===== config.mk =====
export PLATFORM = sky130hd
export DESIGN_NAME = gate_arbiter
export DESIGN_NICKNAME = d
export VERILOG_FILES = /design/src/rtl/gate_arbiter.sv
export SDC_FILE = /design/constraint.sdc
export NUM_CORES = 1
export LEC_CHECK = 0
export ABC_AREA = 1
export CAP_MARGIN = 20
export CORE_MARGIN = 10
export CORE_UTILIZATION = 50
export CTS_BUF_LIST = sky130_fd_sc_hd__clkbuf_16
export CTS_CLUSTER_SIZE = 28
export DETAILED_ROUTE_END_ITERATION = 8
export PLACE_DENSITY = 0.88
export SETUP_SLACK_MARGIN = 0.5
export SYNTH_ARGS = -nofsm -noshare
export SYNTH_HDL_FRONTEND = slang
export SYNTH_SLANG_ARGS = --single-unit

===== constraint.sdc =====
create_clock -name clock -period 1.8 [get_ports clock]
set_input_delay 0.54 -clock clock [delete_from_list [all_inputs] [get_ports clock]]
set_output_delay 0.54 -clock clock [all_outputs]
set_load 0.02 [all_outputs]

===== src/rtl/gate_arbiter.sv =====
// Parking-gate arbiter: grants the arm to one lane at a time and counts vehicles inside.
// Optional open-gate timeout is built in when the macro GATE_TIMEOUT_EN is defined.
module gate_arbiter #(
    parameter int unsigned CAPACIDAD = 10,
    parameter int unsigned TIMEOUT   = 15
) (
    input  logic       clock,
    input  logic       reset,
    input  logic       req_ent,
    input  logic       auth_ent,
    input  logic       req_sal,
    input  logic       auth_sal,
    input  logic       pas,
    output logic       gnt_ent,
    output logic       gnt_sal,
    output logic       aguja,
    output logic       alarma,
    output logic       lleno,
    output logic [3:0] ocupacion
);

    typedef enum logic [2:0] {
        StIdle,
        StOpenEnt,
        StOpenSal,
        StClearEnt,
        StClearSal
    } state_e;

    localparam logic [3:0] Cap = 4'(CAPACIDAD);

    if (CAPACIDAD == 0 || CAPACIDAD > 15) begin : g_bad_capacidad
        $error("gate_arbiter: CAPACIDAD must be in 1..15");
    end
    if (TIMEOUT < 2 || TIMEOUT > 15) begin : g_bad_timeout
        $error("gate_arbiter: TIMEOUT must be in 2..15");
    end

    state_e     state_q;
    logic       prio_q;
    logic       pas_q;
    logic       gnt_ent_q;
    logic       gnt_sal_q;
    logic       aguja_q;
    logic       alarma_q;
    logic [3:0] ocup_q;
    logic       full;
    logic       elig_ent;
    logic       elig_sal;
    logic       pick_ent;

`ifdef GATE_TIMEOUT_EN
    localparam logic [3:0] TmoLast = 4'(TIMEOUT - 1);
    logic [3:0] timer_q;
`endif

    assign full     = (ocup_q == Cap);
    assign elig_ent = req_ent & auth_ent & ~full;
    assign elig_sal = req_sal & auth_sal & (ocup_q != 4'd0);
    // Entry wins when it is the only candidate or when the round-robin pointer favours it.
    assign pick_ent = elig_ent & (~elig_sal | ~prio_q);

    always_ff @(posedge clock) begin
        if (reset) begin
            state_q   <= StIdle;
            prio_q    <= 1'b0;
            pas_q     <= 1'b0;
            gnt_ent_q <= 1'b0;
            gnt_sal_q <= 1'b0;
            aguja_q   <= 1'b0;
            alarma_q  <= 1'b0;
            ocup_q    <= 4'd0;
`ifdef GATE_TIMEOUT_EN
            timer_q   <= 4'd0;
`endif
        end else begin
            pas_q    <= pas;
            alarma_q <= 1'b0;
            unique case (state_q)
                StIdle: begin
                    // A vehicle under the arm with no grant is a passage violation.
                    if (pas && !pas_q) begin
                        alarma_q <= 1'b1;
                    end
`ifdef GATE_TIMEOUT_EN
                    timer_q <= 4'd0;
`endif
                    if (pick_ent) begin
                        state_q   <= StOpenEnt;
                        gnt_ent_q <= 1'b1;
                        aguja_q   <= 1'b1;
                    end else if (elig_sal) begin
                        state_q   <= StOpenSal;
                        gnt_sal_q <= 1'b1;
                        aguja_q   <= 1'b1;
                    end
                end
                StOpenEnt: begin
                    if (pas) begin
                        state_q <= StClearEnt;
`ifdef GATE_TIMEOUT_EN
                    end else if (timer_q == TmoLast) begin
                        state_q   <= StIdle;
                        gnt_ent_q <= 1'b0;
                        aguja_q   <= 1'b0;
                        alarma_q  <= 1'b1;
                    end else begin
                        timer_q <= timer_q + 4'd1;
`endif
                    end
                end
                StOpenSal: begin
                    if (pas) begin
                        state_q <= StClearSal;
`ifdef GATE_TIMEOUT_EN
                    end else if (timer_q == TmoLast) begin
                        state_q   <= StIdle;
                        gnt_sal_q <= 1'b0;
                        aguja_q   <= 1'b0;
                        alarma_q  <= 1'b1;
                    end else begin
                        timer_q <= timer_q + 4'd1;
`endif
                    end
                end
                StClearEnt: begin
                    if (!pas) begin
                        state_q   <= StIdle;
                        gnt_ent_q <= 1'b0;
                        aguja_q   <= 1'b0;
                        prio_q    <= 1'b1;
                        if (ocup_q < Cap) begin
                            ocup_q <= ocup_q + 4'd1;
                        end
                    end
                end
                StClearSal: begin
                    if (!pas) begin
                        state_q   <= StIdle;
                        gnt_sal_q <= 1'b0;
                        aguja_q   <= 1'b0;
                        prio_q    <= 1'b0;
                        if (ocup_q != 4'd0) begin
                            ocup_q <= ocup_q - 4'd1;
                        end
                    end
                end
                default: begin
                    state_q   <= StIdle;
                    gnt_ent_q <= 1'b0;
                    gnt_sal_q <= 1'b0;
                    aguja_q   <= 1'b0;
                end
            endcase
        end
    end

    assign gnt_ent   = gnt_ent_q;
    assign gnt_sal   = gnt_sal_q;
    assign aguja     = aguja_q;
    assign alarma    = alarma_q;
    assign lleno     = full;
    assign ocupacion = ocup_q;

endmodule


==> flow_metrics.py <==
metrics = {
    "outcome": {
        "status": "complete, no violations",
    },
    "grt": {
        "grt_overflow": 0,
        "first_global_vias": 1029,
        "gr-usage-all-layers_pct": 17.70,
        "grt_max_degree": 9,
        "antenna_found_initial": 0,
        "grt_first_pass_wirelength_um": 5002,
    },
    "power_and_ir_drop": {
        "pwr-share-seq_pct": 20.2,
        "comb_power_share_pct": 61.7,
        "power_w": 0.002391,
        "p_sw_w": 0.001118,
        "leakage_nw": 0.6722,
        "ir_worst_vdd_uv": 1395,
        "p_int_w": 0.001273,
        "switching_share_pct": 46.76,
        "power_density_nw_per_um2": 1667,
        "pwr-share-clk_pct": 18.1,
    },
    "synthesis": {
        "syn-num-nets": 131,
        "syn_avg_cell_area_um2": 6.765,
        "synthCells": 123,
        "ys_warn_count": 0,
        "syn_area_um2": 832.0,
        "synth_seq_cells": 13,
        "yosysSeqAreaShare_pct": 31.28,
        "ys_types": 25,
    },
    "sta": {
        "hold_viol": 0,
        "fin_crit_ns": 1.528,
        "max_slew.worst_pin.slew_ns": 0.2791,
        "slew_headroom_pct": 81.20,
        "fin_crit_sh_pct": 84.89,
        "max_freq_mhz": 654.5,
        "fin_setup_tns_ns": 0,
        "clock_skew_ns": 0.001976,
        "setup_viol": 0,
        "finalMaxSlewViolations": 0,
        "rsz0062_at_grt": "yes",
        "worst_slack_ns": 0.2720,
    },
    "clock_tree": {
        "cts.clk_slew.worst_paths_ns": 0.05,
        "cts_root_buffer": "clkbuf_16",
        "cts_hold_buf": 0,
        "numCtsBuffers": 3,
        "cts-htree-levels": 1,
        "clock_latency_ns": 0.25,
        "cts.sinks": 13,
        "cts.path.max_buffers": 2,
        "cts_tree": "built",
    },
    "cells_and_area": {
        "seqCellArea_um2": 286.5,
        "antenna_cells": 0,
        "design_area_um2": 1434,
        "layout_commonest_cell": "nand2_1",
        "final_cell_mix": "nand2_1 (18), buf_4 (16), inv_2 (10), inv_1 (10), nand2_2 (9)",
        "nets": 169,
        "fin_util_pct": 93.02,
        "multi_input_area_um2": 666.9,
        "nFillCells": 54,
        "synthToLayoutAreaGrowth_pct": 72.33,
        "drive_gt1_share_pct": 58.13,
    },
    "placement": {
        "port-buffer-count": 15,
        "dpl-instance-area_um2": 1055,
        "hpwl_um": 1637,
        "pre_cts_ws_ns": 0.01187,
        "place.gp.congestion": 0.8411,
    },
    "worst_setup_path": {
        "r2r-start": "ocupacion[3]$_SDFFE_PP0P_",
        "cp-start-kind": "flop",
        "timing_worst_setup_path_type": "flop to flop",
        "reg2reg_depth": 7,
        "required_ns": 1.92,
        "r2r_slack_ns": 0.27,
        "timing.rr.end": "gnt_sal$_SDFFE_PP0P_",
        "crit_arrival_ns": 1.64,
        "cp-end-kind": "flop",
        "crit_fanout": 4,
    },
    "detailed_routing": {
        "drt_iter0_markers": 98,
        "first_pass_iters": 4,
        "wirelength_um": 3764,
        "antenna_left": 0,
        "viasPerCell": 6.216,
        "vias": 1094,
        "drc_errors": 0,
        "post_drt_wl_per_cell_um": 21.39,
    },
    "floorplanning": {
        "die_w_um": 60.80,
        "die_y_um": 60.80,
        "core_area_um2": 1541,
        "pin_count": 16,
        "row_count": 14,
        "initial_core_util_pct": 53.98,
        "die_area_um2": 3696,
    },
    "worst_hold_path": {
        "whs_path_depth": 1,
        "min_to": "alarma$_SDFF_PP0_",
        "hold_class": "flop to flop",
        "min_from": "pas_q$_SDFF_PP0_",
    },
    "job": {
        "drv_cap": 0,
    },
}
[cells by family (layout without fill, tap and decap cells)]
kind of cell	after synthesis	count (layout)	share of synthesized area, %
adders and majority gates	1	1	1.504
and+or+nand+nor	67	67	42.86
DFF	13	13	31.28
AOI/OAI and AO/OA	18	18	12.33
xor gates and xnor gates	2	2	2.106
buffers and inverters	22	59	9.925
[power by group through the flow]
| stage | Combinational (W) | Sequential (W) | Clock, W |
|---|---|---|---|
| floorplan | 0.000603 | 0.000521 | 0 |
| global placement | 0.000871 | 0.000469 | 0 |
| detailed placement | 0.000894 | 0.000472 | 0 |
| CTS | 0.00109 | 0.000464 | 0.000434 |
| global route | 0.00157 | 0.000489 | 0.000443 |
| finish | 0.00148 | 0.000482 | 0.000433 |
[sequential cells by signal (all words and copies together), names as in the netlist]
name,count
ocupacion,4
aguja,1
alarma,1
state_q,3
gnt_ent,1
prio_q,1
gnt_sal,1
pas_q,1
[final cells by class]
cell class,instances,share of cell area (%)
clock buffer,3,5.236
clock inverter,1,0.3490
inverter,21,5.672
multi-input combinational,88,46.51
sequential,13,19.98
tap,16,1.396
timing repair buffer,34,20.86
[Yosys cell counts (all sizes together)]
cell type	instances	area, um2
nor4	1	6.260
nand4	3	18.77
or2	1	8.760
o21ai	8	43.79
ha	1	12.51
nor3	3	20.02
clkbuf	1	3.750
xor2	1	8.760
xnor2	1	8.760
dfxtp	13	260.3
a21oi	9	52.55
inv	21	78.83
a31oi	1	6.260
nor2	12	67.56
nand2	34	155.1
nand3	13	80.08
[per-layer routing]
| layer | share of wire (%) | track usage [%] |
|---|---|---|
| met1 | 34 | 21.13 |
| met2 | 48 | 29.40 |
| met3 | 11 | 4.384 |
| met4 | 6.9 | 7.210 |
| met5 | 0 | 0 |
[worst max-delay path by stage]
stage | cells after the start | start | endpoint
2_1_floorplan | 11 | state_q[1]$_SDFFE_PP0P_ | ocupacion[2]$_SDFFE_PP0P_
3_3_place_gp | 3 | ocupacion[3]$_SDFFE_PP0P_ | lleno
3_5_place_dp | 9 | pas | ocupacion[3]$_SDFFE_PP0P_
4_1_cts | 2 | ocupacion[2]$_SDFFE_PP0P_ | lleno
5_1_grt | 10 | state_q[1]$_SDFFE_PP0P_ | ocupacion[2]$_SDFFE_PP0P_
6_report | 7 | ocupacion[3]$_SDFFE_PP0P_ | gnt_sal$_SDFFE_PP0P_
[through the flow]
stage,hold WS [ns],std cells
global route,0.4128,176
detailed placement,0.3825,156
finish,0.3946,176
global placement,0.3841,156
floorplan,0.3734,123
CTS,0.3962,172
[timing repair]
item,4_1_cts,5_1_grt
resized for setup,75,31
pin swaps,22,11
setup endpoints to repair,21,16
buffers inserted,12,4
[worst max-delay path: stages, from the launching register on]
cell     delay [ns]
dfxtp_4        0.36
inv_1          0.23
nand3_4        0.14
nand2_2        0.13
buf_4          0.12
nand2_1        0.06
a31oi_1        0.26
nor2_1         0.10
No activity file was read; power rests on OpenSTA's default activity.
